## src/rtl/invader_formation.sv

```systemverilog
// Enemy formation controller: owns the alive bitmap and the formation offset, marches the
// block sideways with drops at the screen edges, resolves hits and answers per-pixel queries.
module invader_formation #(
  parameter int COLS        = 8,
  parameter int ROWS        = 3,
  parameter int ORIGIN_X    = 40,
  parameter int ORIGIN_Y    = 40,
  parameter int PITCH_X     = 60,
  parameter int PITCH_Y     = 50,
  parameter int SPR_W       = 32,
  parameter int SPR_H       = 24,
  parameter int STEP_X      = 8,
  parameter int STEP_Y      = 16,
  parameter int X_MAX       = 639,
  parameter int LAND_Y      = 440,
  parameter int MOVE_FRAMES = 30
) (
  input  logic       clk,
  input  logic       reset,
  input  logic       frame_tick,
  input  logic [9:0] h_counter,
  input  logic [9:0] v_counter,
  input  logic       hit_valid,
  input  logic [2:0] hit_row,
  input  logic [3:0] hit_col,
  output logic       hit_ack,
  output logic       pixel_on,
  output logic [2:0] pixel_row,
  output logic [9:0] off_x,
  output logic [9:0] off_y,
  output logic [6:0] alive_count,
  output logic       all_dead,
  output logic       landed
);

  localparam int N     = ROWS * COLS;
  localparam int CNT_W = (MOVE_FRAMES > 1) ? $clog2(MOVE_FRAMES) : 1;
  localparam logic [CNT_W-1:0] CNT_LAST = CNT_W'(MOVE_FRAMES - 1);

  typedef enum logic [1:0] {MARCH_R, MARCH_L, LANDED} march_e;

  logic [N-1:0]       alive_q, alive_d, hit_mask;
  logic [9:0]         off_x_q, off_y_q;
  march_e             state_q;
  logic [CNT_W-1:0]   frame_cnt_q;
  logic               move_now_q;
  logic               hit_ack_q, pixel_on_q, all_dead_q, landed_q;
  logic [2:0]         pixel_row_q;
  logic [6:0]         alive_count_q;

  logic [COLS-1:0]    col_alive, col_hit;
  logic [ROWS-1:0]    row_alive, row_hit;
  logic [10:0]        right_base, left_base, bottom_base;
  logic [10:0]        right_edge, left_edge;
  logic [9:0]         off_y_drop;
  logic               drop_r, drop_l, land_hit;
  logic [7:0]         alive_count_d;
  logic               pixel_on_d;
  logic [2:0]         pixel_row_d;

  // NOTE: every always_comb output gets a default on entry so no path leaves it unassigned,
  // which would otherwise infer a latch.
  always_comb begin
    col_alive = '0;
    row_alive = '0;
    for (int r = 0; r < ROWS; r++) begin
      for (int c = 0; c < COLS; c++) begin
        if (alive_q[r*COLS + c]) begin
          col_alive[c] = 1'b1;
          row_alive[r] = 1'b1;
        end
      end
    end
  end

  // Extreme live columns/rows come straight from the current bitmap, so kills shift the edges at once.
  always_comb begin
    right_base  = '0;
    left_base   = '0;
    bottom_base = '0;
    for (int c = 0; c < COLS; c++) begin
      if (col_alive[c]) right_base = 11'(ORIGIN_X + c*PITCH_X + SPR_W - 1);
    end
    for (int c = COLS - 1; c >= 0; c--) begin
      if (col_alive[c]) left_base = 11'(ORIGIN_X + c*PITCH_X);
    end
    for (int r = 0; r < ROWS; r++) begin
      if (row_alive[r]) bottom_base = 11'(ORIGIN_Y + r*PITCH_Y + SPR_H - 1);
    end
    right_edge = right_base + {1'b0, off_x_q};
    left_edge  = left_base + {1'b0, off_x_q};
    off_y_drop = off_y_q + 10'(STEP_Y);
    drop_r     = (right_edge + 11'(STEP_X)) > 11'(X_MAX);
    drop_l     = (off_x_q < 10'(STEP_X)) || (left_edge < 11'(STEP_X));
    land_hit   = (bottom_base + {1'b0, off_y_drop}) >= 11'(LAND_Y);
  end

  // Out-of-range indices simply match no invader, so they fall through as misses.
  always_comb begin
    hit_mask = '0;
    for (int r = 0; r < ROWS; r++) begin
      for (int c = 0; c < COLS; c++) begin
        hit_mask[r*COLS + c] = hit_valid && (hit_row == 3'(r)) && (hit_col == 4'(c))
                               && alive_q[r*COLS + c];
      end
    end
    alive_d       = alive_q & ~hit_mask;
    alive_count_d = '0;
    for (int i = 0; i < N; i++) begin
      alive_count_d = alive_count_d + 8'(alive_d[i]);
    end
  end

  // A sprite box is the crossing of a column band and a row band; scanning rows downwards
  // lets the lowest row index take the final write when boxes overlap.
  always_comb begin
    logic [10:0] scan_x, scan_y, lo;
    scan_x = {1'b0, h_counter};
    scan_y = {1'b0, v_counter};
    for (int c = 0; c < COLS; c++) begin
      lo         = 11'(ORIGIN_X + c*PITCH_X) + {1'b0, off_x_q};
      col_hit[c] = (scan_x >= lo) && (scan_x <= lo + 11'(SPR_W - 1));
    end
    for (int r = 0; r < ROWS; r++) begin
      lo         = 11'(ORIGIN_Y + r*PITCH_Y) + {1'b0, off_y_q};
      row_hit[r] = (scan_y >= lo) && (scan_y <= lo + 11'(SPR_H - 1));
    end
    pixel_on_d  = 1'b0;
    pixel_row_d = '0;
    for (int r = ROWS - 1; r >= 0; r--) begin
      for (int c = 0; c < COLS; c++) begin
        if (row_hit[r] && col_hit[c] && alive_q[r*COLS + c]) begin
          pixel_on_d  = 1'b1;
          pixel_row_d = 3'(r);
        end
      end
    end
  end

  // NOTE: sequential state uses non-blocking assignments only, so every register here
  // samples the pre-edge values regardless of statement order.
  always_ff @(posedge clk) begin
    if (reset) begin
      // NOTE: the alive bitmap is a plain register vector, not a RAM, so it can and must
      // take a defined reset value.
      alive_q       <= '1;
      off_x_q       <= '0;
      off_y_q       <= '0;
      state_q       <= MARCH_R;
      frame_cnt_q   <= '0;
      move_now_q    <= 1'b0;
      hit_ack_q     <= 1'b0;
      pixel_on_q    <= 1'b0;
      pixel_row_q   <= '0;
      alive_count_q <= 7'(N);
      all_dead_q    <= 1'b0;
      landed_q      <= 1'b0;
    end else begin
      alive_q       <= alive_d;
      hit_ack_q     <= |hit_mask;
      alive_count_q <= 7'(alive_count_d);
      all_dead_q    <= (alive_count_d == '0);
      pixel_on_q    <= pixel_on_d;
      pixel_row_q   <= pixel_row_d;

      move_now_q <= 1'b0;
      if (frame_tick) begin
        if (frame_cnt_q == CNT_LAST) begin
          frame_cnt_q <= '0;
          move_now_q  <= 1'b1;
        end else begin
          frame_cnt_q <= frame_cnt_q + 1'b1;
        end
      end

      // Edge checks read the pre-hit bitmap; an empty formation stays frozen.
      if (move_now_q && |alive_q) begin
        unique case (state_q)
          MARCH_R: begin
            if (drop_r) begin
              off_y_q  <= off_y_drop;
              state_q  <= land_hit ? LANDED : MARCH_L;
              landed_q <= land_hit;
            end else begin
              off_x_q <= off_x_q + 10'(STEP_X);
            end
          end
          MARCH_L: begin
            if (drop_l) begin
              off_y_q  <= off_y_drop;
              state_q  <= land_hit ? LANDED : MARCH_R;
              landed_q <= land_hit;
            end else begin
              off_x_q <= off_x_q - 10'(STEP_X);
            end
          end
          default: ;
        endcase
      end
    end
  end

  assign hit_ack     = hit_ack_q;
  assign pixel_on    = pixel_on_q;
  assign pixel_row   = pixel_row_q;
  assign off_x       = off_x_q;
  assign off_y       = off_y_q;
  assign alive_count = alive_count_q;
  assign all_dead    = all_dead_q;
  assign landed      = landed_q;

endmodule

```

## config.mk

```make
export PLATFORM = sky130hd
export DESIGN_NAME = invader_formation
export DESIGN_NICKNAME = d
export VERILOG_FILES = /design/src/rtl/invader_formation.sv
export SDC_FILE = /design/constraint.sdc
export NUM_CORES = 1
export LEC_CHECK = 0
export BUFFER_PORTS_ARGS = -buffer_cell sky130_fd_sc_hd__clkbuf_2
export CORE_MARGIN = 5
export CORE_UTILIZATION = 60
export CTS_CLUSTER_DIAMETER = 100
export DETAILED_ROUTE_END_ITERATION = 8
export PLACE_DENSITY_LB_ADDON = 0.12
export SYNTH_ARGS = -nofsm -noshare
export SYNTH_HDL_FRONTEND = slang
export SYNTH_SLANG_ARGS = --single-unit
```

## constraint.sdc

```tcl
create_clock -name clk -period 7.49 [get_ports clk]
set_input_delay 0.3745 -clock clk [delete_from_list [all_inputs] [get_ports clk]]
set_output_delay 0.3745 -clock clk [all_outputs]
set_load 0.01 [all_outputs]
```

# ---- After elaboration in Yosys (flattened, before gate mapping)
# Cells that the tools add are included.
dict set report op_classes {
  reduce_logical 125
  n_lt_le_gt_ge 26
  bitwise 3
  mux 122
  n_eq_ne 15
  n_addsub 53
}
# cell n
set ops {}
lappend ops {{$mux 11} 16}
lappend ops {{$add 8x1->8} 16}
lappend ops {{$add 11x5->11 const B} 11}
lappend ops {{$ge 10x11->1} 11}
lappend ops {{$le 10x11->1} 11}
lappend ops {{$logic_and 1x1->1} 111}
lappend ops {{$mux 1} 82}
lappend ops {{$reduce_or 24->1} 3}
lappend ops {{$add 9x10->11 const A} 4}
lappend ops {{$mux 10} 4}
lappend ops {{$pmux 10 s2} 2}
lappend ops {{$add 11x10->11} 3}
lappend ops {{$add 8x10->11 const A} 3}
lappend ops {{$and 24x24->24} 1}
lappend ops {{$mux 2} 12}
lappend ops {{$not 24->24} 1}
lappend ops {{$add 6x10->11 const A} 2}
lappend ops {{$add 7x10->11 const A} 2}
lappend ops {{$reduce_or 17->1} 1}
lappend ops {{$eq 4x3->1 const B} 4}
lappend ops {{$add 11x4->11 const B} 1}
lappend ops {{$ge 11x9->1 const B} 1}
lappend ops {{$gt 11x10->1 const B} 1}
lappend ops {{$lt 11x4->1 const B} 1}
lappend ops {{35 further kinds} 40}
dict set report totals {
  output_inout_bits 34
  regBits 66
  inputBits 31
  wordCells 358
}

# ---- Logic depth before layout (Yosys ltp)
dict set report logic_depth {
  ltp_word 30
  ltp_mapped 20
  mapped_depth_nobuf 20
}

# ---- Worst setup path before layout
# OpenSTA, ideal clock, no wires.
dict set report synth_path {
  path_kind {in2reg}
  from {in hit_row[2]}
  to {reg all_dead_q, in the netlist all_dead}
  arrival_time_ns 4.854
  setup_time_ns 0.078
  path_buffers 1
  setup_slack_ns 2.558
  required_ns 7.412
  stages 19
  cell_sequence {nand2b_1 or3b_2 clkbuf_1 o21a_1 fa_1 inv_1 fa_1 inv_1 fa_1 fa_1 inv_1 fa_1 inv_1 ha_1 inv_1 fa_1 xor2_1 nand3b_1 nor3_1}
}
dict set report synth_between {
  elab_cells_between_ends 80
  cone_classes {23 x add/sub; 2 x eq/ne; 2 x bitwise; 53 x reduce/logical}
}
# element line_no
set synth_lines {}
lappend synth_lines {{from (decl)} 24} ;# input logic [2:0] hit_row,
lappend synth_lines {{$eq 3x1->1} 103} ;# hit_mask[r*COLS + c] = hit_valid && (hit_row == 3'(r)) && (hit_col == 4'(c))
lappend synth_lines {{$logic_and 1x1->1 (2 in a row)} 103}
lappend synth_lines {{$logic_and 1x1->1} 104} ;# && alive_q[r*COLS + c];
lappend synth_lines {{$not 24->24} 107} ;# alive_d = alive_q & ~hit_mask;
lappend synth_lines {{$and 24x24->24} 107}
lappend synth_lines {{named net alive_d[11]} 42} ;# logic [N-1:0] alive_q, alive_d, hit_mask;
lappend synth_lines {{$add 8x1->8 (13 in a row)} 110} ;# alive_count_d = alive_count_d + 8'(alive_d[i]);
lappend synth_lines {{$logic_not 8->1} 162} ;# all_dead_q <= (alive_count_d == '0);
lappend synth_lines {{to (signal assigned)} 162}
lappend synth_lines {{to (decl)} 47} ;# logic hit_ack_q, pixel_on_q, all_dead_q, landed_q;
# The timed path passes the listed nets, and every way through them passes these cells.
# A chain may end at the register's enable or synchronous reset.

# ---- Worst setup path after layout
dict set report layout_path {
  from {reg off_x_q[5], in the netlist off_x[5]}
  to {reg pixel_row_q[1], in the netlist pixel_row[1]}
}
dict set report layout_between {
  elab_chain_cells 14
  elab_cells_between_ends 97
  cone_classes {16 x add/sub; 16 x order compare; 8 x mux; 57 x reduce/logical}
}
# element line_no
set layout_rtl {}
lappend layout_rtl {{from (decl)} 43} ;# logic [9:0] off_x_q, off_y_q;
lappend layout_rtl {{from (signal assigned)} 185} ;# off_x_q <= off_x_q + 10'(STEP_X);
lappend layout_rtl {{from (signal assigned)} 194} ;# off_x_q <= off_x_q - 10'(STEP_X);
lappend layout_rtl {{$add 6x10->11} 121} ;# lo = 11'(ORIGIN_X + c*PITCH_X) + {1'b0, off_x_q};
lappend layout_rtl {{$add 11x5->11} 122} ;# col_hit[c] = (scan_x >= lo) && (scan_x <= lo + 11'(SPR_W - 1));
lappend layout_rtl {{$le 10x11->1} 122}
lappend layout_rtl {{$logic_and 1x1->1} 122}
lappend layout_rtl {{$logic_and 1x1->1 (2 in a row)} 132} ;# if (row_hit[r] && col_hit[c] && alive_q[r*COLS + c]) begin
lappend layout_rtl {{$mux 2 (8 in a row)} 132}
lappend layout_rtl {{to (signal assigned)} 164} ;# pixel_row_q <= pixel_row_d;
lappend layout_rtl {{to (decl)} 48} ;# logic [2:0] pixel_row_q;
# Parallel ways exist; a longest one is shown, timed or not.

==> run summary <==
The quantity of I/O buffers inserted on ports is 54. The initial DRC count is 873. The post-synthesis average cell area is 8.09 sq um. The remaining routing DRC violations is 0. The depth of the worst register-to-register path came out at 16. Per report_power, the combinational group accounts for 24.3% of the total.

The starting utilization of the core area is 60.4%. The final worst setup slack came out at 2330 ps. The flow ran to the end, and the final reports show no timing, DRC or antenna violations. The slowest stage of the critical path belongs to the cell dfxtp_1. The kind of cell with the highest combined delay on the critical path is compound AO/OA/AOI/OAI gates. The endpoint identified for the worst register-to-register timing path is pixel_row[1].

The global-route met2 utilization is 42.8%. The average wire length per cell after detail routing came out at 18.5 um. In this run the register-to-register setup slack is 2330 ps. The share of the cycle needed by the critical path after routing came out at 68.9%. Routability-driven placement finished with a final weighted congestion of 0.940. Setup repair after global routing left no endpoint under its margin. In this run the clock root is driven by a clkbuf_16. The launch instance of the worst register-to-register path is off_x[5]. The post-place setup slack is 2310 ps.

The vertical die dimension came out at 133 um. The post-CTS setup-driven buffer insertion count came out at 0. After clock tree synthesis, the clock-pin slew on the worst setup and hold paths is 80 ps. Along the worst hold path, the cell count comes to 2. The number of resized instances in the post-cts repair step came out at 0.

The filler cells instantiated in the layout total 1353. The ratio of total power to cell area is 80.4 nW/um^2. The number of different library cells in the post-synthesis netlist came out at 87. The critical path class is flip-flop to flip-flop. The number of cell rows came out at 45.

The width of the die is 133 um. The cell area after synthesis is 9090 sq um. The required time at the worst-slack endpoint is 7700 ps.

The number of storage elements in the synthesis netlist came out at 55. The number of global-route vias before repair was 7561. The final setup violation count is 0. In the synthesized netlist the dominant register cell turns out to be dfxtp_1.

The initial antenna violation count came to 0. The relative contribution of sequential cells to total power is 39.1%. The Yosys step of the flow raised 0 warnings. The clock arrives with 8.98 ps of skew. The CTS buffer count came out at 5. The first-pass iteration count of the detailed router came out at 5. The share of the yosys chip area belonging to registers is 12.1%. The number of enable flip-flop cells after synthesis is 0.

The startpoint of the tightest hold check path is frame_tick. Data arrives at the worst endpoint at 5370 ps. The fraction of met3 tracks used by global routing is 4.26%. The share of final-layout standard cells stronger than drive strength 1 came out at 10.1%. The tightest min-delay check is of the input port to flip-flop type.

The largest fanout of any net on the critical path came out at 15. After synthesis, the cell types taking the most area are ha_1 24%, dfxtp_1 12%, xnor2_1 5.6%, fa_1 4.4%, a21oi_1 3.4%. The leakage power of the design is 4.03 nW. Walking the worst path, the cells encountered are buf_4, ha_1, a21oi_4, xnor2_2, inv_2, a211oi_2, xnor2_1, ha_1, a21o_1, a2111oi_0, a21boi_0, a311oi_1, a311oi_2, a221oi_1, a31o_2, nor4b_2. The maximum level of the CTS H-tree came out at 2. The total count of max-transition violations in the final report is 0.

For the finished layout, the period the worst path requires is 5160 ps. The combined global-route utilization of all metal layers is 27.4%. The number of buffers added to fix hold violations after cts is 0. The count of nets left with antenna violations once routing finished came out at 0. The largest stage delay on the critical path came out at 760 ps. The buffer levels on the longest clock path came out at 2. The switching power as a share of total power came out at 30.6%.

The achievable clock frequency is 194 MHz. The number of buffers and inverters on the critical path is 2. The met1 track demand over resource in global routing came out at 40.5%.

The layout net count came out at 1379. For this run, asynchronously set or reset flops after synthesis account for 0%. The area share of the largest cell type after synthesis is 24.0%. The number of hold violations in the final report came out at 0. The first-pass GRT wire length came out at 40100 um. The highest-utilization routing layer at the global route stage is met2. Compared with the post-synthesis result, the final layout area differs by 5.54%. The kind of end point of the critical path is a flip-flop. Per report_power, the clock group accounts for 36.6% of the total. The sum of routed wire length over all layers is 24800 um. The die covers 17700 sq um.

The internal power of the cells totals 0.535 mW. The most frequent cell on the critical path is ha_1. The number of sinks driven by the clock tree came out at 55. The number of primary I/O pins came out at 65. The CTS tree is yes. Of all cell types, the one taking the most synthesized area is ha_1. VDD sags by at most 0.0000916 V. Once detailed placement completed, the half-perimeter wirelength came to 19400 um. Setup total negative slack on the finished layout was measured at 0 ps. The final antenna diode count came out at 0. The total of max-cap violations came out at 0. The gate count of the mapped netlist came out at 1123.

After detailed routing, the number of vias per cell comes to 6.33. In this run the power spent charging and discharging nets is 0.235 mW. The pin count of the biggest net entering global routing came out at 56.

The worst slew margin relative to its limit is 34.1%. The clock insertion delay at the later pin of the skew report is 300 ps. The region available for standard cell placement spans 15000 sq um. The via count is 8501. For hold timing, the worst endpoint is frame_cnt_q[1]. Global routing finished with a remaining overflow of 0.

The worst setup path is launched from a flip-flop. The transition time of the tightest slew-check pin is 988 ps.
power by group through the flow:
stage	clock, mW	combinational (mW)	sequential (mW)
after floorplan	0	0.124	0.309
after CTS	0.284	0.184	0.301
final	0.282	0.187	0.301
after global routing	0.296	0.208	0.302
after global placement	0	0.180	0.308
after detailed placement	0	0.183	0.308
metrics by stage:
stage / instances / total power [mW] / hold WS [ps] / area [sq um] / util, %
2_1_floorplan: 1132 / 0.434 / 454 / 9120 / -
3_3_place_gp: 1335 / 0.488 / 476 / 9410 / 62.6
3_5_place_dp: 1335 / 0.491 / 481 / 9410 / 62.6
4_1_cts: 1343 / 0.769 / 352 / 9590 / 63.8
5_1_grt: 1343 / 0.806 / 370 / 9590 / 63.8
6_report: 1343 / 0.770 / 365 / 9590 / 63.8
flip-flops by register name, indices dropped and copies added, names as in the netlist:
signal and flops:
alive_count 5, alive_q 24, all_dead 1, frame_cnt_q 5, hit_ack 1, move_now_q 1, off_x 7, off_y 6
pixel_on 1, pixel_row 2, state_q 2
cell usage in the layout (no fill, tap or decap), drive strengths merged, types with 11 or more instances in the layout:
master    n
or3      11
fa       20
a22oi    15
nand2    75
or2      19
ha      174
a21oi    64
a211oi   20
nor4     17
nand2b   21
xnor2    59
a21o     21
inv      74
nor3     42
dfxtp    55
nor2     61
xor2     34
nor2b    24
nand3    28
o21a     21
o21ai    58
clkbuf   59
nand4    14
layer usage:
metal	share of wire (%)	vias to the layer above
met5	0	-
met2	45	345
met4	1.1	0
met1	46	3954
met3	8.0	33
li1	-	4169
how the worst max path moves through the flow:
stage / from / cells after the start / to / slack, ps
after floorplan: hit_row[2] / 19 / all_dead / 2560
after global placement: hit_row[2] / 19 / all_dead / 2370
after detailed placement: hit_row[2] / 19 / all_dead / 2310
after CTS: off_x[5] / 16 / pixel_row[1] / 2500
after global routing: off_x[5] / 16 / pixel_row[1] / 2280
final: off_x[5] / 16 / pixel_row[1] / 2330
cells in the mapped netlist (5+ instances only):
library cell / instances
a211oi_1: 19
a21boi_0: 5
a21o_1: 21
a21oi_1: 61
a221oi_1: 7
a22oi_1: 15
a311oi_1: 5
a31oi_1: 9
and3_1: 9
buf_2: 7
buf_4: 14
clkbuf_1: 20
dfxtp_1: 55
fa_1: 20
ha_1: 174
inv_1: 69
nand2_1: 75
nand2b_1: 21
nand3_1: 28
nand3b_1: 6
nand4_1: 13
nor2_1: 61
nor2b_1: 24
nor3_1: 42
nor4_1: 17
o211ai_1: 7
o21a_1: 21
o21ai_0: 56
o31ai_1: 8
or2_2: 18
or3_1: 11
or4_1: 10
xnor2_1: 58
xor2_1: 34
cell type report:
type	count	area, sq um	area share (%)
Clock buffer	5	125	1.30
Clock inverter	3	50.0	0.522
Inverter	72	270	2.82
Multi-Input combinational cell	959	7480	78.1
Sequential cell	55	1100	11.5
Tap cell	188	235	2.45
Timing Repair Buffer	61	323	3.37
cells by family after synthesis:
| logic type | Yosys count | share of synthesized area (%) |
|---|---|---|
| xor+xnor | 93 | 9.05 |
| other cells | 1 | 0.0413 |
| compound gates | 296 | 22.9 |
| mux | 6 | 0.716 |
| simple gates | 360 | 21.0 |
| buf+inv | 118 | 5.88 |
| fa+ha+maj | 194 | 28.4 |
| flops | 55 | 12.1 |
No activity file was read; power rests on OpenSTA's default activity.
